===== src/rtl/cpu_pkg.sv =====
// Shared pipeline constants: field widths, ALU/MEM/CTRL op codes, exception codes
// and the multiplier FSM state type.
package cpu_pkg;

   localparam int WORD_DATA = 32;
   localparam int WORD_ADDR = 30;
   localparam int REG_ADDR  = 5;
   localparam int ALU_OP    = 4;
   localparam int MEM_OP    = 2;
   localparam int CTRL_OP   = 2;
   localparam int ISA_EXP   = 3;

   localparam logic [ALU_OP-1:0] ALU_OP_NOP  = 4'd0;
   localparam logic [ALU_OP-1:0] ALU_OP_AND  = 4'd1;
   localparam logic [ALU_OP-1:0] ALU_OP_OR   = 4'd2;
   localparam logic [ALU_OP-1:0] ALU_OP_XOR  = 4'd3;
   localparam logic [ALU_OP-1:0] ALU_OP_ADDS = 4'd4;
   localparam logic [ALU_OP-1:0] ALU_OP_ADDU = 4'd5;
   localparam logic [ALU_OP-1:0] ALU_OP_SUBS = 4'd6;
   localparam logic [ALU_OP-1:0] ALU_OP_SUBU = 4'd7;
   localparam logic [ALU_OP-1:0] ALU_OP_SHRL = 4'd8;
   localparam logic [ALU_OP-1:0] ALU_OP_SHLL = 4'd9;
   localparam logic [ALU_OP-1:0] ALU_OP_MUL  = 4'd10;

   localparam logic [MEM_OP-1:0]  MEM_OP_NOP  = 2'd0;
   localparam logic [CTRL_OP-1:0] CTRL_OP_NOP = 2'd0;

   localparam logic [ISA_EXP-1:0] ISA_EXC_NO_EXP     = 3'd0;
   localparam logic [ISA_EXP-1:0] ISA_EXC_EXT_INT    = 3'd1;
   localparam logic [ISA_EXP-1:0] ISA_EXC_UNDEF_INSN = 3'd2;
   localparam logic [ISA_EXP-1:0] ISA_EXC_OVERFLOW   = 3'd3;
   localparam logic [ISA_EXP-1:0] ISA_EXC_MISALIGN   = 3'd4;
   localparam logic [ISA_EXP-1:0] ISA_EXC_TRAP       = 3'd5;
   localparam logic [ISA_EXP-1:0] ISA_EXC_PRV_VIO    = 3'd6;

   typedef enum logic [1:0] {
      MUL_IDLE = 2'd0,
      MUL_BUSY = 2'd1,
      MUL_DONE = 2'd2
   } mul_state_t;

endpackage


===== src/rtl/ex_stage_if.sv =====
// ID/EX inputs and EX/MEM outputs of the execute stage; slave is the EX side,
// master is the decode/pipeline side.
interface ex_stage_if;
   import cpu_pkg::*;

   logic                 id_en_;
   logic [WORD_ADDR-1:0] id_pc;
   logic [ALU_OP-1:0]    id_alu_op;
   logic [WORD_DATA-1:0] id_alu_in_0;
   logic [WORD_DATA-1:0] id_alu_in_1;
   logic                 id_br_flag;
   logic [MEM_OP-1:0]    id_mem_op;
   logic [WORD_DATA-1:0] id_mem_wr_data;
   logic [CTRL_OP-1:0]   id_ctrl_op;
   logic [REG_ADDR-1:0]  id_dst_addr;
   logic                 id_gpr_we_;
   logic [ISA_EXP-1:0]   id_exp_code;

   logic [WORD_DATA-1:0] fwd_data;
   logic                 ex_en_;
   logic [WORD_ADDR-1:0] ex_pc;
   logic                 ex_br_flag;
   logic [MEM_OP-1:0]    ex_mem_op;
   logic [WORD_DATA-1:0] ex_mem_wr_data;
   logic [CTRL_OP-1:0]   ex_ctrl_op;
   logic [REG_ADDR-1:0]  ex_dst_addr;
   logic                 ex_gpr_we_;
   logic [ISA_EXP-1:0]   ex_exp_code;
   logic [WORD_DATA-1:0] ex_out;

   modport master (
      output id_en_, id_pc, id_alu_op, id_alu_in_0, id_alu_in_1, id_br_flag,
             id_mem_op, id_mem_wr_data, id_ctrl_op, id_dst_addr, id_gpr_we_, id_exp_code,
      input  fwd_data, ex_en_, ex_pc, ex_br_flag, ex_mem_op, ex_mem_wr_data,
             ex_ctrl_op, ex_dst_addr, ex_gpr_we_, ex_exp_code, ex_out
   );

   modport slave (
      input  id_en_, id_pc, id_alu_op, id_alu_in_0, id_alu_in_1, id_br_flag,
             id_mem_op, id_mem_wr_data, id_ctrl_op, id_dst_addr, id_gpr_we_, id_exp_code,
      output fwd_data, ex_en_, ex_pc, ex_br_flag, ex_mem_op, ex_mem_wr_data,
             ex_ctrl_op, ex_dst_addr, ex_gpr_we_, ex_exp_code, ex_out
   );

endinterface


===== src/rtl/ex_mul.sv =====
// Iterative 32-step shift-add multiplier (low 32 bits of the unsigned product)
// with IDLE/BUSY/DONE control and a 6-bit step counter.
module ex_mul
   import cpu_pkg::*;
(
   input  logic                 clk,
   input  logic                 reset,
   input  logic                 i_start,
   input  logic                 i_flush,
   input  logic                 i_stall,
   input  logic [WORD_DATA-1:0] i_in_0,
   input  logic [WORD_DATA-1:0] i_in_1,
   output logic                 o_busy,
   output logic                 o_done,
   output logic [WORD_DATA-1:0] o_product
);

   mul_state_t           r_state;
   mul_state_t           w_next;
   logic [5:0]           r_cnt;
   logic [WORD_DATA-1:0] r_mcand;
   logic [WORD_DATA-1:0] r_mplier;
   logic [WORD_DATA-1:0] r_prod;
   logic                 w_abort;

   // stall outranks flush, so a stalled flush must not abort the multiply
   assign w_abort   = i_flush & ~i_stall;
   assign o_product = r_prod;

   always_ff @(posedge clk or posedge reset) begin
      if (reset) r_state <= MUL_IDLE;
      else       r_state <= w_next;
   end

   always_comb begin
      w_next = r_state;
      o_busy = 1'b0;
      o_done = 1'b0;
      case (r_state)
         MUL_IDLE: begin
            if (i_start) begin
               w_next = MUL_BUSY;
               o_busy = 1'b1;
            end
         end
         MUL_BUSY: begin
            if (w_abort) begin
               w_next = MUL_IDLE;
            end else begin
               o_busy = 1'b1;
               if (r_cnt == 6'd31) w_next = MUL_DONE;
            end
         end
         MUL_DONE: begin
            o_done = 1'b1;
            if (!i_stall) w_next = MUL_IDLE;
         end
         default: w_next = MUL_IDLE;
      endcase
   end

   always_ff @(posedge clk or posedge reset) begin
      if (reset) begin
         r_cnt    <= '0;
         r_mcand  <= '0;
         r_mplier <= '0;
         r_prod   <= '0;
      end else if (r_state == MUL_IDLE && i_start) begin
         r_cnt    <= '0;
         r_mcand  <= i_in_0;
         r_mplier <= i_in_1;
         r_prod   <= '0;
      end else if (r_state == MUL_BUSY) begin
         if (r_mplier[0]) r_prod <= r_prod + r_mcand;
         r_mcand  <= r_mcand << 1;
         r_mplier <= r_mplier >> 1;
         r_cnt    <= r_cnt + 6'd1;
      end
   end

endmodule


===== src/rtl/ex_stage.sv =====
// Execute stage: ALU, signed-overflow detection, forwarding result and EX/MEM registers.
// Define ALU_MUL_EN to include the iterative multiplier (ex_mul); otherwise MUL is undefined.
module ex_stage
   import cpu_pkg::*;
(
   input  logic     clk,
   input  logic     reset,
   input  logic     stall,
   input  logic     flush,
   output logic     mul_busy,
   ex_stage_if.slave bus
);

   logic [WORD_DATA-1:0] w_a;
   logic [WORD_DATA-1:0] w_b;
   logic [WORD_DATA-1:0] w_result;
   logic [WORD_DATA-1:0] w_mul_result;
   logic                 w_ovf;
   logic                 w_undef;

   logic                 r_en_;
   logic [WORD_ADDR-1:0] r_pc;
   logic                 r_br_flag;
   logic [MEM_OP-1:0]    r_mem_op;
   logic [WORD_DATA-1:0] r_mem_wr_data;
   logic [CTRL_OP-1:0]   r_ctrl_op;
   logic [REG_ADDR-1:0]  r_dst_addr;
   logic                 r_gpr_we_;
   logic [ISA_EXP-1:0]   r_exp_code;
   logic [WORD_DATA-1:0] r_out;

   assign w_a = bus.id_alu_in_0;
   assign w_b = bus.id_alu_in_1;

`ifdef ALU_MUL_EN
   logic                 w_mul_start;
   logic                 w_mul_done;
   logic [WORD_DATA-1:0] w_mul_prod;

   assign w_mul_start = ~bus.id_en_ & (bus.id_alu_op == ALU_OP_MUL) & ~flush;

   ex_mul u_mul (
      .clk      (clk),
      .reset    (reset),
      .i_start  (w_mul_start),
      .i_flush  (flush),
      .i_stall  (stall),
      .i_in_0   (w_a),
      .i_in_1   (w_b),
      .o_busy   (mul_busy),
      .o_done   (w_mul_done),
      .o_product(w_mul_prod)
   );

   assign w_mul_result = w_mul_done ? w_mul_prod : '0;
   assign w_undef      = 1'b0;
`else
   assign mul_busy     = 1'b0;
   assign w_mul_result = '0;
   assign w_undef      = (bus.id_alu_op == ALU_OP_MUL);
`endif

   always_comb begin
      w_result = '0;
      case (bus.id_alu_op)
         ALU_OP_NOP:  w_result = w_a;
         ALU_OP_AND:  w_result = w_a & w_b;
         ALU_OP_OR:   w_result = w_a | w_b;
         ALU_OP_XOR:  w_result = w_a ^ w_b;
         ALU_OP_ADDS,
         ALU_OP_ADDU: w_result = w_a + w_b;
         ALU_OP_SUBS,
         ALU_OP_SUBU: w_result = w_a - w_b;
         ALU_OP_SHRL: w_result = w_a >> w_b[4:0];
         ALU_OP_SHLL: w_result = w_a << w_b[4:0];
         ALU_OP_MUL:  w_result = w_mul_result;
         default:     w_result = '0;
      endcase
   end

   always_comb begin
      w_ovf = 1'b0;
      case (bus.id_alu_op)
         ALU_OP_ADDS: w_ovf = (w_a[31] == w_b[31]) && (w_result[31] != w_a[31]);
         ALU_OP_SUBS: w_ovf = (w_a[31] != w_b[31]) && (w_result[31] != w_a[31]);
         default:     w_ovf = 1'b0;
      endcase
   end

   assign bus.fwd_data = w_result;

   always_ff @(posedge clk or posedge reset) begin
      if (reset) begin
         r_en_         <= 1'b1;
         r_pc          <= '0;
         r_br_flag     <= 1'b0;
         r_mem_op      <= MEM_OP_NOP;
         r_mem_wr_data <= '0;
         r_ctrl_op     <= CTRL_OP_NOP;
         r_dst_addr    <= '0;
         r_gpr_we_     <= 1'b1;
         r_exp_code    <= ISA_EXC_NO_EXP;
         r_out         <= '0;
      end else if (!(stall || mul_busy)) begin
         if (flush) begin
            r_en_         <= 1'b1;
            r_pc          <= '0;
            r_br_flag     <= 1'b0;
            r_mem_op      <= MEM_OP_NOP;
            r_mem_wr_data <= '0;
            r_ctrl_op     <= CTRL_OP_NOP;
            r_dst_addr    <= '0;
            r_gpr_we_     <= 1'b1;
            r_exp_code    <= ISA_EXC_NO_EXP;
            r_out         <= '0;
         end else begin
            r_en_         <= bus.id_en_;
            r_pc          <= bus.id_pc;
            r_br_flag     <= bus.id_br_flag;
            r_mem_op      <= bus.id_mem_op;
            r_mem_wr_data <= bus.id_mem_wr_data;
            r_ctrl_op     <= bus.id_ctrl_op;
            r_dst_addr    <= bus.id_dst_addr;
            r_gpr_we_     <= bus.id_gpr_we_;
            r_exp_code    <= bus.id_exp_code;
            r_out         <= w_result;
            // a faulting instruction keeps its fields but must not write back or access memory
            if (!bus.id_en_ && (w_ovf || w_undef)) begin
               r_gpr_we_  <= 1'b1;
               r_mem_op   <= MEM_OP_NOP;
               r_exp_code <= w_ovf ? ISA_EXC_OVERFLOW : ISA_EXC_UNDEF_INSN;
            end
         end
      end
   end

   assign bus.ex_en_         = r_en_;
   assign bus.ex_pc          = r_pc;
   assign bus.ex_br_flag     = r_br_flag;
   assign bus.ex_mem_op      = r_mem_op;
   assign bus.ex_mem_wr_data = r_mem_wr_data;
   assign bus.ex_ctrl_op     = r_ctrl_op;
   assign bus.ex_dst_addr    = r_dst_addr;
   assign bus.ex_gpr_we_     = r_gpr_we_;
   assign bus.ex_exp_code    = r_exp_code;
   assign bus.ex_out         = r_out;

endmodule

===== src/flat_wrapper.sv =====
// flat-port wrapper written by rule: the top's interface ports become plain ports
module ex_stage_flat import cpu_pkg::*;
  (clk, reset, stall, flush, mul_busy, bus_id_en_, bus_id_pc, bus_id_alu_op, bus_id_alu_in_0, bus_id_alu_in_1, bus_id_br_flag, bus_id_mem_op, bus_id_mem_wr_data, bus_id_ctrl_op, bus_id_dst_addr, bus_id_gpr_we_, bus_id_exp_code, bus_fwd_data, bus_ex_en_, bus_ex_pc, bus_ex_br_flag, bus_ex_mem_op, bus_ex_mem_wr_data, bus_ex_ctrl_op, bus_ex_dst_addr, bus_ex_gpr_we_, bus_ex_exp_code, bus_ex_out);
  ex_stage_if bus_i ();
  input  logic clk;
  input  logic reset;
  input  logic stall;
  input  logic flush;
  output logic mul_busy;
  input wire logic [$bits(bus_i.id_en_)-1:0] bus_id_en_;
  input wire logic [$bits(bus_i.id_pc)-1:0] bus_id_pc;
  input wire logic [$bits(bus_i.id_alu_op)-1:0] bus_id_alu_op;
  input wire logic [$bits(bus_i.id_alu_in_0)-1:0] bus_id_alu_in_0;
  input wire logic [$bits(bus_i.id_alu_in_1)-1:0] bus_id_alu_in_1;
  input wire logic [$bits(bus_i.id_br_flag)-1:0] bus_id_br_flag;
  input wire logic [$bits(bus_i.id_mem_op)-1:0] bus_id_mem_op;
  input wire logic [$bits(bus_i.id_mem_wr_data)-1:0] bus_id_mem_wr_data;
  input wire logic [$bits(bus_i.id_ctrl_op)-1:0] bus_id_ctrl_op;
  input wire logic [$bits(bus_i.id_dst_addr)-1:0] bus_id_dst_addr;
  input wire logic [$bits(bus_i.id_gpr_we_)-1:0] bus_id_gpr_we_;
  input wire logic [$bits(bus_i.id_exp_code)-1:0] bus_id_exp_code;
  output wire logic [$bits(bus_i.fwd_data)-1:0] bus_fwd_data;
  output wire logic [$bits(bus_i.ex_en_)-1:0] bus_ex_en_;
  output wire logic [$bits(bus_i.ex_pc)-1:0] bus_ex_pc;
  output wire logic [$bits(bus_i.ex_br_flag)-1:0] bus_ex_br_flag;
  output wire logic [$bits(bus_i.ex_mem_op)-1:0] bus_ex_mem_op;
  output wire logic [$bits(bus_i.ex_mem_wr_data)-1:0] bus_ex_mem_wr_data;
  output wire logic [$bits(bus_i.ex_ctrl_op)-1:0] bus_ex_ctrl_op;
  output wire logic [$bits(bus_i.ex_dst_addr)-1:0] bus_ex_dst_addr;
  output wire logic [$bits(bus_i.ex_gpr_we_)-1:0] bus_ex_gpr_we_;
  output wire logic [$bits(bus_i.ex_exp_code)-1:0] bus_ex_exp_code;
  output wire logic [$bits(bus_i.ex_out)-1:0] bus_ex_out;
  assign bus_i.id_en_ = bus_id_en_;
  assign bus_i.id_pc = bus_id_pc;
  assign bus_i.id_alu_op = bus_id_alu_op;
  assign bus_i.id_alu_in_0 = bus_id_alu_in_0;
  assign bus_i.id_alu_in_1 = bus_id_alu_in_1;
  assign bus_i.id_br_flag = bus_id_br_flag;
  assign bus_i.id_mem_op = bus_id_mem_op;
  assign bus_i.id_mem_wr_data = bus_id_mem_wr_data;
  assign bus_i.id_ctrl_op = bus_id_ctrl_op;
  assign bus_i.id_dst_addr = bus_id_dst_addr;
  assign bus_i.id_gpr_we_ = bus_id_gpr_we_;
  assign bus_i.id_exp_code = bus_id_exp_code;
  assign bus_fwd_data = bus_i.fwd_data;
  assign bus_ex_en_ = bus_i.ex_en_;
  assign bus_ex_pc = bus_i.ex_pc;
  assign bus_ex_br_flag = bus_i.ex_br_flag;
  assign bus_ex_mem_op = bus_i.ex_mem_op;
  assign bus_ex_mem_wr_data = bus_i.ex_mem_wr_data;
  assign bus_ex_ctrl_op = bus_i.ex_ctrl_op;
  assign bus_ex_dst_addr = bus_i.ex_dst_addr;
  assign bus_ex_gpr_we_ = bus_i.ex_gpr_we_;
  assign bus_ex_exp_code = bus_i.ex_exp_code;
  assign bus_ex_out = bus_i.ex_out;
  ex_stage u_core (.clk(clk), .reset(reset), .stall(stall), .flush(flush), .mul_busy(mul_busy), .bus(bus_i));
endmodule

===== config.mk =====
export PLATFORM = sky130hd
export DESIGN_NAME = ex_stage_flat
export DESIGN_NICKNAME = d
export VERILOG_FILES = /design/src/rtl/cpu_pkg.sv /design/src/rtl/ex_stage_if.sv /design/src/rtl/ex_mul.sv /design/src/rtl/ex_stage.sv /design/src/flat_wrapper.sv
export SDC_FILE = /design/constraint.sdc
export NUM_CORES = 1
export LEC_CHECK = 0
export ABC_CLOCK_PERIOD_IN_PS = 6550
export CORE_MARGIN = 5
export CORE_UTILIZATION = 30
export DETAILED_ROUTE_END_ITERATION = 10
export HOLD_SLACK_MARGIN = 0.1
export PLACE_DENSITY = 0.54
export SLEW_MARGIN = 20
export SYNTH_ARGS = -nofsm -noshare
export SYNTH_HDL_FRONTEND = slang
export SYNTH_HIERARCHICAL = 1
export SYNTH_SLANG_ARGS = --single-unit

===== constraint.sdc =====
create_clock -name clk -period 6.55 [get_ports clk]
set_clock_uncertainty 0.2 [all_clocks]
set_input_delay 1.31 -clock clk [delete_from_list [all_inputs] [get_ports clk]]
set_output_delay 1.31 -clock clk [all_outputs]
set_load 0.02 [all_outputs]

==> impl_metrics.prom, run 1 <==
# TYPE chip_impl_metric gauge
chip_impl_info{name="status",value="finished clean"} 1
chip_impl_metric{name="wl",unit="um"} 58200
chip_impl_info{name="cpLargestDelayFamily",value="compound AO/OA/AOI/OAI gates"} 1
chip_impl_metric{name="yosys-mux-area-fraction",unit="%"} 21.7
chip_impl_metric{name="cts_hold_repair.buffers",unit=""} 0
chip_impl_metric{name="dp_cells",unit=""} 2299
chip_impl_metric{name="synthDistinctLibCells",unit=""} 81
chip_impl_metric{name="timing.critical_path.buf_inv",unit=""} 6
chip_impl_metric{name="period_needed",unit="ns"} 6.55
chip_impl_metric{name="detail_route.wirelength.met1",unit="um"} 24700
chip_impl_metric{name="final_cell_area",unit="um^2"} 18200
chip_impl_metric{name="powerDensity",unit="nW/um^2"} 164
chip_impl_info{name="crit_chain",value="buf_2 -> or4_4 -> buf_6 -> buf_4 -> nor3_4 -> o21ai_2 -> xnor2_1 -> ha_1 -> a21oi_2 -> buf_4 -> o221ai_4 -> o31ai_4 -> a21oi_4 -> buf_6 -> a311o_1 -> o211ai_1 -> a221o_2 -> buf_6"} 1
chip_impl_metric{name="synth_xor_xnor_area_share",unit="%"} 3.23
chip_impl_metric{name="core-area",unit="um^2"} 40000
chip_impl_metric{name="timing.slew.headroom",unit="%"} 39.2
chip_impl_metric{name="vias_in_the_first_global_route",unit=""} 13000
chip_impl_metric{name="required_time_of_the_worst_setup_path",unit="ns"} 5.04
chip_impl_info{name="layout_commonest_cell",value="buf_4"} 1
chip_impl_metric{name="clkTransAtPathRegs",unit="ns"} 0.07
chip_impl_metric{name="cts-root-to-sink-buffers",unit=""} 2
chip_impl_metric{name="syn_avg_cell_area",unit="um^2"} 9.17
chip_impl_info{name="cts_tree",value="built"} 1
chip_impl_metric{name="synthSimpleGateAreaFrac",unit="%"} 12.0
chip_impl_metric{name="max_cap_viol_count",unit=""} 0
chip_impl_metric{name="synth_compound_area_share",unit="%"} 23.4
chip_impl_metric{name="die-area",unit="um^2"} 44800
chip_impl_info{name="timing.setup.critical_path_class",value="primary input to output pin"} 1
chip_impl_metric{name="synth_edf_count",unit=""} 0
chip_impl_info{name="rsz0062_at_grt",value="yes"} 1
chip_impl_metric{name="clock_sink_count",unit=""} 109
chip_impl_metric{name="drt_pre_antenna_iters",unit=""} 5
chip_impl_metric{name="fp.dieW",unit="um"} 212
chip_impl_metric{name="drcViolationCount",unit=""} 0
chip_impl_metric{name="power.leakage",unit="nW"} 8.14
chip_impl_metric{name="postPlaceCellArea",unit="um^2"} 17300
chip_impl_metric{name="gr-total-overflow",unit=""} 0
chip_impl_info{name="critPathSlowestCell",value="or4_4"} 1
chip_impl_metric{name="synthesis.nets",unit=""} 1577
chip_impl_metric{name="io_pins",unit=""} 291
chip_impl_metric{name="detail-route-antenna-nets",unit=""} 0
chip_impl_info{name="postSynth.topFlopCell",value="dfrtp_1"} 1
chip_impl_info{name="worst_setup_path_end_kind",value="output pin"} 1
chip_impl_metric{name="gp_routability_congestion",unit=""} 0.952
chip_impl_info{name="cp_common_cell",value="buf_6"} 1
chip_impl_metric{name="fillCellCount",unit=""} 3912
chip_impl_metric{name="netlist_area",unit="um^2"} 12200
chip_impl_metric{name="postSynthRegisterBits",unit=""} 109
chip_impl_metric{name="synth-seq-area-share",unit="%"} 22.4
chip_impl_metric{name="buffer_ports.inserted",unit=""} 289
chip_impl_metric{name="timing.setup.tns",unit="ns"} 0
chip_impl_metric{name="ctsHtreeMaxLevel",unit=""} 3
chip_impl_metric{name="worst_ir_drop_vdd",unit="V"} 0.000118
chip_impl_metric{name="syn_to_final_growth",unit="%"} 49.1
chip_impl_metric{name="final_worst_hold_slack",unit="ns"} 0.293
chip_impl_metric{name="dp_worst_setup_slack",unit="ns"} -0.805
chip_impl_info{name="most-common-layout-cells",value="buf_4, clkdlybuf4s50_1, nor2_1"} 1
chip_impl_metric{name="layoutNonFillerInstCount",unit=""} 2339
chip_impl_metric{name="gr-usage-all-layers",unit="%"} 25.0
chip_impl_metric{name="wl_met2",unit="um"} 27300
chip_impl_info{name="synth_top_family_by_area",value="compound AO/OA/AOI/OAI gates"} 1
chip_impl_metric{name="postSynth.asyncResetShare",unit="%"} 100
chip_impl_metric{name="grt_first_pass_wirelength",unit="um"} 85900
chip_impl_metric{name="final-max-slew-violation-count",unit=""} 0
chip_impl_info{name="routed.top_layer",value="met5"} 1
chip_impl_metric{name="highest_achievable_clock_rate",unit="GHz"} 0.153
chip_impl_metric{name="routed_via_density",unit=""} 5.61
chip_impl_metric{name="arrival_time_worst_endpoint",unit="ns"} 5.04
chip_impl_metric{name="layout.nets",unit=""} 2056
chip_impl_metric{name="drt-initial-drc-count",unit=""} 1421
chip_impl_metric{name="chipHeight",unit="um"} 212
chip_impl_metric{name="worstPathMaxFanout",unit=""} 4
chip_impl_metric{name="final_setup_fails",unit=""} 0
chip_impl_metric{name="largest_net_degree_at_the_start_of_global_routing",unit=""} 77
chip_impl_metric{name="critical_path.max_stage_delay",unit="ns"} 0.57
chip_impl_info{name="clock_tree.root_cell",value="clkbuf_16"} 1
chip_impl_metric{name="insertedDiodeCount",unit=""} 0
chip_impl_metric{name="antenna_found_initial",unit=""} 1
chip_impl_metric{name="report.final.hold_viol_count",unit=""} 0
chip_impl_metric{name="post-route-period-util",unit="%"} 99.9
chip_impl_metric{name="measured_slew_at_the_worst_slew_check_pin",unit="ns"} 0.912
chip_impl_info{name="min_path_type",value="flip-flop to flip-flop"} 1
chip_impl_metric{name="hpwl",unit="um"} 46900
chip_impl_metric{name="post_drt_wl_per_cell",unit="um"} 24.9
chip_impl_metric{name="ys_warn_count",unit=""} 6
chip_impl_metric{name="post-route-worst-setup-slack",unit="ns"} 0.00482
chip_impl_metric{name="clk-insertion-delay-late",unit="ns"} 0.34
chip_impl_metric{name="drive_above_1_share",unit="%"} 28.8
chip_impl_metric{name="initial_utilization",unit="%"} 30.5
chip_impl_metric{name="routed-wl-met3",unit="um"} 4580
chip_impl_metric{name="vias",unit=""} 13100
chip_impl_info{name="worst_setup_path_start_kind",value="primary input"} 1
chip_impl_metric{name="syn-instance-count",unit=""} 1330
chip_impl_metric{name="cts_made_buffers",unit=""} 9
chip_impl_metric{name="placement_rows",unit=""} 73
chip_impl_metric{name="post_synth_fa_ha_maj_area_fraction",unit="%"} 10.1
-- worst reg2reg max path: cells and delay by family, from the launching register on --
kind	cells	cell delay, ns
flops	1	0.39
compound gates	1	0.18
simple gates	1	0.16
-- layer usage --
layer  global-route usage [%]  vias to the layer above
met5                        0                        -
met4                     6.51                        2
met3                     4.13                       68
met2                     41.5                      613
met1                     34.1                     6467
li1                         -                     5980
-- metrics by stage --
| step | power, mW | util [%] |
|---|---|---|
| detailed placement | 2.32 | 43.2 |
| CTS | 2.98 | 45.1 |
| global placement | 2.31 | 43.2 |
| finish | 2.99 | 45.5 |
| global route | 3.15 | 45.5 |
| floorplan | 1.53 | - |
-- registers in the layout, indices dropped and copies added (netlist names) --
| signal | cells |
|---|---|
| u_core/bus.ex_br_flag | 1 |
| u_core/bus.ex_ctrl_op | 2 |
| u_core/bus.ex_dst_addr | 5 |
| u_core/bus.ex_en_ | 1 |
| u_core/bus.ex_exp_code | 3 |
| u_core/bus.ex_gpr_we_ | 1 |
| u_core/bus.ex_mem_op | 2 |
| u_core/bus.ex_mem_wr_data | 32 |
| u_core/bus.ex_out | 32 |
| u_core/bus.ex_pc | 30 |
-- final timing paths --
kind                                       startpoint  cells after the start                     to  slack, ns
worst min-delay path            u_core/bus.ex_gpr_we_                      1  u_core/bus.ex_gpr_we_       0.29
worst max-delay path              bus_id_alu_in_1[13]                     18       bus_fwd_data[30]      0.005
worst max register to register  u_core/bus.ex_out[13]                      2  u_core/bus.ex_out[13]       5.52
min in group asynchronous                       reset                      2   u_core/bus.ex_pc[23]       1.28
max in group asynchronous                       reset                      3      u_core/bus.ex_en_       3.74
worst min register to register  u_core/bus.ex_gpr_we_                      1  u_core/bus.ex_gpr_we_       0.29
-- cell usage after synthesis (5+ instances only) --
cell type  count  share of area, %
nor2_1       132               4.1
and3_1         9              0.46
a211o_1        5              0.36
o22ai_1       18              0.92
or3_1          9              0.46
inv_1        105               3.2
o221ai_1       8              0.57
buf_1         18              0.55
nor3_1        28               1.1
dfrtp_1      107                22
o211ai_1      11              0.68
o31ai_1       11              0.68
o21a_1         6              0.37
a21o_1        17               1.0
mux2_2         7              0.65
a21oi_1       73               3.0
buf_2         13              0.53
clkbuf_1      84               2.6
a211oi_1      11              0.68
a31oi_1       10              0.51
and2_1         7              0.36
o21ai_0       46               1.9
a221o_1        9              0.74
ha_1          97               9.9
xor2_1         6              0.43
nand4_1        6              0.31
o21ai_1        5              0.21
a22o_1        97               7.0
xnor2_1       39               2.8
nand3_1       15              0.62
nor4_1         6              0.31
mux2i_1       37               3.0
nand2b_1      13              0.67
a222oi_1       5              0.41
a22oi_1        9              0.55
mux4_2        97                18
nand2_1       72               2.2
-- final cells by class --
cell class | count | area [um^2] | area share (%)
multi-input cells | 996 | 9000 | 49.5
repair buffers | 585 | 5060 | 27.8
flip-flops and latches | 109 | 2730 | 15.0
well taps | 525 | 657 | 3.61
inverters | 108 | 408 | 2.24
clock buffers | 10 | 239 | 1.31
clock inverters | 6 | 92.6 | 0.509
-- logic make-up after synthesis --
kind of cell / after synthesis
compound gates: 393
other cells: 1
fa+ha+maj: 98
mux: 142
flops: 109
buf+inv: 225
xor+xnor: 45
simple gates: 317
-- report_power, final --
group          switching, mW  internal, mW  leakage (nW)  total (mW)
Clock                  0.257         0.349         0.161       0.606
Sequential            0.0317         0.730          1.42       0.762
Combinational          0.855         0.767          6.56        1.62
Total                   1.14          1.85          8.14        2.99
-- repair_timing --
action / CTS / global route
gates cloned: 0 / 0
resized for setup: 148 / 50
buffers inserted: 17 / 8
setup endpoints to repair: 25 / 17
pin swaps: 55 / 49
No activity file was read; power rests on OpenSTA's default activity.
==> run 2: changes to the inputs <==
PLACE_DENSITY = not set   (was 0.54)
==> run 2 against run 1 <==
  * First-iteration DRC count is 3.0% lower
  * Combinational power hardly changed
  * Non-clock buffer count is 24 lower
  * Critical path type unchanged
  * Design area is 1.8% lower
  * Clock power is 7.4% lower
  * Die area stayed put
==> impl_metrics.prom, run 2 (synthesis results as in run 1) <==
# TYPE chip_impl_metric gauge
chip_impl_info{name="status",value="finished clean"} 1
chip_impl_metric{name="die-area",unit="um^2"} 44800
chip_impl_info{name="routed.top_layer",value="met4"} 1
chip_impl_metric{name="pwr-share-seq",unit="%"} 26.2
chip_impl_metric{name="cts-root-to-sink-buffers",unit=""} 2
chip_impl_metric{name="power.internal",unit="mW"} 1.79
chip_impl_metric{name="dp_worst_setup_slack",unit="ns"} -0.845
chip_impl_metric{name="layout.nets",unit=""} 2032
chip_impl_metric{name="routed-wl-met3",unit="um"} 5380
chip_impl_info{name="min_path_type",value="flip-flop to flip-flop"} 1
chip_impl_metric{name="gr-total-overflow",unit=""} 0
chip_impl_metric{name="drt_pre_antenna_iters",unit=""} 5
chip_impl_info{name="worst_setup_path_start_kind",value="primary input"} 1
chip_impl_metric{name="core-area",unit="um^2"} 40000
chip_impl_metric{name="clkTransAtPathRegs",unit="ns"} 0.07
chip_impl_metric{name="total_switching_power",unit="mW"} 1.12
chip_impl_metric{name="initial_utilization",unit="%"} 30.5
chip_impl_metric{name="wl",unit="um"} 57800
chip_impl_info{name="layout_commonest_cell",value="buf_4"} 1
chip_impl_metric{name="detail-route-antenna-nets",unit=""} 0
chip_impl_metric{name="timing.slew.headroom",unit="%"} 26.8
chip_impl_metric{name="required_time_of_the_worst_setup_path",unit="ns"} 5.04
chip_impl_metric{name="powerDensity",unit="nW/um^2"} 163
chip_impl_metric{name="fp.dieW",unit="um"} 212
chip_impl_metric{name="measured_slew_at_the_worst_slew_check_pin",unit="ns"} 1.10
chip_impl_metric{name="highest_achievable_clock_rate",unit="GHz"} 0.155
chip_impl_info{name="timing.setup.critical_path_class",value="primary input to output pin"} 1
chip_impl_metric{name="clk-insertion-delay-late",unit="ns"} 0.34
chip_impl_metric{name="arrival_time_worst_endpoint",unit="ns"} 4.92
chip_impl_metric{name="dp_cells",unit=""} 2288
chip_impl_metric{name="antenna_found_initial",unit=""} 0
chip_impl_metric{name="power.switching_fraction",unit="%"} 38.6
chip_impl_metric{name="vias",unit=""} 13200
chip_impl_metric{name="report.final.hold_viol_count",unit=""} 0
chip_impl_metric{name="worstPathMaxFanout",unit=""} 5
chip_impl_metric{name="largest_net_degree_at_the_start_of_global_routing",unit=""} 100
chip_impl_metric{name="io_pins",unit=""} 291
chip_impl_metric{name="syn_to_final_growth",unit="%"} 46.4
chip_impl_metric{name="layoutNonFillerInstCount",unit=""} 2315
chip_impl_metric{name="drive_above_1_share",unit="%"} 27.8
chip_impl_metric{name="final-max-slew-violation-count",unit=""} 0
chip_impl_metric{name="clock_sink_count",unit=""} 109
chip_impl_metric{name="max_cap_viol_count",unit=""} 0
chip_impl_info{name="cts_tree",value="built"} 1
chip_impl_metric{name="detail_route.wirelength.met1",unit="um"} 24100
chip_impl_metric{name="period_needed",unit="ns"} 6.43
chip_impl_metric{name="drt-initial-drc-count",unit=""} 1378
chip_impl_info{name="most-common-layout-cells",value="buf_4, clkdlybuf4s50_1, nor2_1"} 1
chip_impl_metric{name="power.combinational.fraction",unit="%"} 54.5
chip_impl_metric{name="post_drt_wl_per_cell",unit="um"} 24.9
chip_impl_metric{name="gp_routability_congestion",unit=""} 0.980
chip_impl_metric{name="cts_hold_repair.buffers",unit=""} 0
chip_impl_metric{name="post-route-period-util",unit="%"} 98.2
chip_impl_metric{name="ctsHtreeMaxLevel",unit=""} 3
chip_impl_metric{name="drcViolationCount",unit=""} 0
chip_impl_metric{name="chipHeight",unit="um"} 212
chip_impl_metric{name="power.leakage",unit="nW"} 8.01
chip_impl_metric{name="routed_via_density",unit=""} 5.72
chip_impl_metric{name="final_setup_fails",unit=""} 0
chip_impl_metric{name="vias_in_the_first_global_route",unit=""} 13300
chip_impl_metric{name="hpwl",unit="um"} 46400
chip_impl_info{name="clock_tree.root_cell",value="clkbuf_16"} 1
chip_impl_info{name="worst_setup_path_end_kind",value="output pin"} 1
chip_impl_metric{name="p_clk_share",unit="%"} 19.3
chip_impl_metric{name="placement_rows",unit=""} 73
chip_impl_metric{name="insertedDiodeCount",unit=""} 0
chip_impl_metric{name="post-route-worst-setup-slack",unit="ns"} 0.116
chip_impl_metric{name="grt_first_pass_wirelength",unit="um"} 85300
chip_impl_metric{name="gr-usage-all-layers",unit="%"} 24.7
chip_impl_metric{name="cts_made_buffers",unit=""} 9
chip_impl_metric{name="wl_met2",unit="um"} 26700
chip_impl_metric{name="buffer_ports.inserted",unit=""} 289
chip_impl_metric{name="worst_ir_drop_vdd",unit="V"} 0.000100
-- run 2: cell count changes in the layout (fill, tap and decap cells not counted), moves of 4 or more --
cell and delta:
o21ai_0 +6, dlymetal6s2s_1 +4, buf_4 -12, buf_6 -9
-- run 2: what timing repair did --
| item | 4_1_cts | 5_1_grt |
|---|---|---|
| endpoints found under the setup margin | 23 | 22 |
| pin swaps | 41 | 44 |
| buffers inserted | 9 | 3 |
| resized for setup | 127 | 51 |
-- run 2: path summary, 6_finish.rpt --
path / start / endpoint / slack (ns) / cells after the start
min in group asynchronous: reset / u_core/bus.ex_pc[16] / 1.20 / 2
hold / removal: u_core/bus.ex_out[28] / u_core/bus.ex_out[28] / 0.28 / 2
setup / recovery: bus_id_alu_in_1[5] / bus_fwd_data[29] / 0.12 / 18
max in group asynchronous: reset / u_core/bus.ex_mem_wr_data[1] / 3.72 / 3
setup reg to reg: u_core/bus.ex_out[13] / u_core/bus.ex_out[13] / 5.54 / 2
hold reg to reg: u_core/bus.ex_out[28] / u_core/bus.ex_out[28] / 0.28 / 2
-- run 2: layout make-up --
class | count | area [um^2]
fill | 3940 | 22100
multi-input combinational | 996 | 8890
timing repair buffer | 561 | 4860
sequential | 109 | 2730
tap | 525 | 657
inverter | 108 | 408
clock buffer | 11 | 253
clock inverter | 5 | 57.6
-- run 2: critical path, cell delays in order --
cell             delay (ns)
clkdlybuf4s15_1        0.26
nor4_2                 0.18
buf_4                  0.18
a22o_1                 0.15
o21ai_1                0.09
buf_4                  0.17
a21o_1                 0.19
xnor2_1                0.13
ha_1                   0.38
a21o_1                 0.22
a21oi_2                0.17
a21boi_2               0.20
buf_4                  0.13
o31a_1                 0.26
a21oi_2                0.10
o311ai_1               0.23
or3b_4                 0.43
buf_6                  0.14
-- run 2: through the flow --
step	total power [mW]	cell area [um^2]	hold WS, ns	TNS [ns]	util [%]
6_report	2.91	17900	0.283	0	44.6
3_3_place_gp	2.30	17200	0.271	-11.85	43.0
2_1_floorplan	1.53	12200	0.322	0	-
4_1_cts	2.90	17700	0.289	-0.00373	44.3
5_1_grt	3.05	17900	0.302	-0.0107	44.6
3_5_place_dp	2.31	17200	0.271	-12.32	43.0
-- run 2: routing by layer --
metal / GRT usage [%] / vias up
met1: 33.4 / 6522
met4: 6.09 / 0
li1: - / 5936
met3: 4.82 / 69
met5: 0 / -
met2: 40.8 / 715
-- run 2: power by group through the flow --
| stage | logic, mW | registers [mW] | clock network, mW |
|---|---|---|---|
| floorplan | 0.684 | 0.843 | 0 |
| global placement | 1.52 | 0.773 | 0 |
| detailed placement | 1.54 | 0.775 | 0 |
| CTS | 1.56 | 0.762 | 0.577 |
| global route | 1.68 | 0.769 | 0.597 |
| finish | 1.59 | 0.762 | 0.561 |
==> run 3: changes to the inputs <==
ABC_CLOCK_PERIOD_IN_PS = 8000   (was 6550)
CAP_MARGIN = 30   (was not set)
clock period = 8 ns   (was 6.55 ns; I/O delays follow)
==> run 3 against run 2 <==
  * Hold slack improved by 0.0061 ns
  * Critical path depth decreased by 2
  * Global-route usage is 0.84 points lower
  * Register-to-register slack better by 1.4 ns
  * Utilization down 3.2 points
  * Combinational power decreased by 27%
  * Total power down 22%
  * Critical path type unchanged
  * Critical endpoint is now bus_fwd_data[26]
  * Highest routed layer is now met5
==> impl_metrics.prom, run 3 (synthesis results as in run 1) <==
# TYPE chip_impl_metric gauge
chip_impl_info{name="layout_commonest_cell",value="clkdlybuf4s50_1"} 1
chip_impl_metric{name="routed_via_density",unit=""} 5.87
chip_impl_metric{name="core-area",unit="um^2"} 40000
chip_impl_metric{name="detail-route-antenna-nets",unit=""} 0
chip_impl_metric{name="highest_achievable_clock_rate",unit="GHz"} 0.128
chip_impl_metric{name="chipHeight",unit="um"} 212
chip_impl_metric{name="cts_hold_repair.buffers",unit=""} 0
chip_impl_metric{name="drt_pre_antenna_iters",unit=""} 6
chip_impl_metric{name="timing.slew.headroom",unit="%"} 26.9
chip_impl_metric{name="timing.setup.tns",unit="ns"} 0
chip_impl_metric{name="largest_net_degree_at_the_start_of_global_routing",unit=""} 93
chip_impl_metric{name="post-route-worst-setup-slack",unit="ns"} 0.199
chip_impl_metric{name="gp_routability_congestion",unit=""} 0.998
chip_impl_metric{name="reg2reg_depth",unit=""} 2
chip_impl_metric{name="powerDensity",unit="nW/um^2"} 137
chip_impl_metric{name="postPlaceCellArea",unit="um^2"} 16200
chip_impl_metric{name="drt-initial-drc-count",unit=""} 1421
chip_impl_metric{name="vias",unit=""} 12700
chip_impl_metric{name="post_drt_wl_per_cell",unit="um"} 25.7
chip_impl_metric{name="antenna_found_initial",unit=""} 1
chip_impl_metric{name="drcViolationCount",unit=""} 0
chip_impl_metric{name="final_setup_fails",unit=""} 0
chip_impl_metric{name="syn_to_final_growth",unit="%"} 35.8
chip_impl_metric{name="layout.nets",unit=""} 1879
chip_impl_metric{name="whs_path_depth",unit=""} 1
chip_impl_metric{name="required_time_of_the_worst_setup_path",unit="ns"} 6.20
chip_impl_metric{name="gr-total-overflow",unit=""} 0
chip_impl_info{name="most-common-layout-cells",value="clkdlybuf4s50_1, nor2_1, buf_4"} 1
chip_impl_metric{name="clock_sink_count",unit=""} 109
chip_impl_metric{name="final_worst_hold_slack",unit="ns"} 0.289
chip_impl_metric{name="arrival_time_worst_endpoint",unit="ns"} 6.00
chip_impl_metric{name="cts-root-to-sink-buffers",unit=""} 2
chip_impl_metric{name="measured_slew_at_the_worst_slew_check_pin",unit="ns"} 1.09
chip_impl_info{name="status",value="finished clean"} 1
chip_impl_metric{name="finalPower",unit="mW"} 2.27
chip_impl_info{name="clock_tree.root_cell",value="clkbuf_16"} 1
chip_impl_metric{name="clk-insertion-delay-late",unit="ns"} 0.35
chip_impl_metric{name="seq_area",unit="um^2"} 2730
chip_impl_metric{name="placement_rows",unit=""} 73
chip_impl_info{name="worst_setup_path_end_kind",value="output pin"} 1
chip_impl_metric{name="worstPathMaxFanout",unit=""} 5
chip_impl_metric{name="layoutNonFillerInstCount",unit=""} 2163
chip_impl_info{name="cts_tree",value="built"} 1
chip_impl_info{name="timing.setup.critical_path_class",value="primary input to output pin"} 1
chip_impl_metric{name="fillCellCount",unit=""} 3971
chip_impl_metric{name="io_pins",unit=""} 291
chip_impl_metric{name="final_core_utilization",unit="%"} 41.4
chip_impl_metric{name="report.final.hold_viol_count",unit=""} 0
chip_impl_metric{name="hpwl",unit="um"} 44500
chip_impl_info{name="rsz0062_at_grt",value="no"} 1
chip_impl_metric{name="dp_worst_setup_slack",unit="ns"} -0.0556
chip_impl_metric{name="power.leakage",unit="nW"} 7.19
chip_impl_metric{name="final_cell_area",unit="um^2"} 16600
chip_impl_metric{name="post-route-period-util",unit="%"} 97.5
chip_impl_metric{name="clkTransAtPathRegs",unit="ns"} 0.07
chip_impl_metric{name="dp_cells",unit=""} 2145
chip_impl_metric{name="buffer_ports.inserted",unit=""} 289
chip_impl_metric{name="fp.dieW",unit="um"} 212
chip_impl_metric{name="period_needed",unit="ns"} 7.80
chip_impl_metric{name="ctsHtreeMaxLevel",unit=""} 3
chip_impl_metric{name="total_area_of_multi_input_combinational_cells",unit="um^2"} 8650
chip_impl_metric{name="vias_in_the_first_global_route",unit=""} 12500
chip_impl_metric{name="die-area",unit="um^2"} 44800
chip_impl_metric{name="initial_utilization",unit="%"} 30.5
chip_impl_metric{name="cts_made_buffers",unit=""} 9
chip_impl_metric{name="max_cap_viol_count",unit=""} 0
chip_impl_metric{name="wl",unit="um"} 55500
chip_impl_info{name="min_path_type",value="flip-flop to flip-flop"} 1
chip_impl_info{name="worst_setup_path_start_kind",value="primary input"} 1
chip_impl_metric{name="worst_ir_drop_vdd",unit="V"} 0.0000890
chip_impl_metric{name="drive_above_1_share",unit="%"} 16.7
chip_impl_metric{name="grt_first_pass_wirelength",unit="um"} 81500
chip_impl_metric{name="final-max-slew-violation-count",unit=""} 0
chip_impl_metric{name="gr-usage-all-layers",unit="%"} 23.8
## run 3: metal layers
metal / vias to the layer above / wire (um) / GRT usage, %
met5: - / 19 / 0
met1: 6273 / 22300 / 31.2
met3: 94 / 6040 / 6.15
met2: 708 / 25200 / 38.5
li1: 5620 / - / -
met4: 2 / 1920 / 8.04
## run 3: final timing paths
kind	start	to	slack, ns
min	u_core/bus.ex_exp_code[2]	u_core/bus.ex_exp_code[2]	0.29
max in group asynchronous	reset	u_core/bus.ex_pc[28]	4.93
min reg2reg	u_core/bus.ex_exp_code[2]	u_core/bus.ex_exp_code[2]	0.29
max	bus_id_alu_in_1[10]	bus_fwd_data[26]	0.20
min in group asynchronous	reset	u_core/bus.ex_pc[21]	1.49
max reg2reg	u_core/bus.ex_exp_code[0]	u_core/bus.ex_exp_code[0]	6.97
## run 3: repair_timing
item                                    in CTS  in global routing
gates cloned                                 0                  0
endpoints found under the setup margin       2                 11
gates resized for setup                      2                 13
setup buffers                                0                  0
## run 3: final cells by class
class	instances	area share [%]
repair buffers	408	22.9
clock inverters	4	0.483
well taps	525	3.97
multi-input cells	996	52.2
diodes	1	0.0151
clock buffers	12	1.49
inverters	108	2.46
flip-flops and latches	109	16.5
## run 3: report_power, final
part | leakage [nW] | switching, mW | internal, mW
Clock | 0.159 | 0.203 | 0.287
Combinational | 5.60 | 0.646 | 0.515
Sequential | 1.42 | 0.0260 | 0.598
Total | 7.19 | 0.875 | 1.40
## run 3: critical path, stage by stage
cell,delay [ns]
clkdlybuf4s50_1,0.41
or4_1,0.59
nor2_2,0.23
buf_4,0.17
a41oi_1,0.13
xnor2_1,0.15
ha_1,0.34
and4_1,0.27
and3_1,0.21
a211oi_1,0.28
a21oi_2,0.16
buf_4,0.18
a21bo_2,0.18
a211o_1,0.29
a31o_2,0.26
clkdlybuf4s50_1,0.54
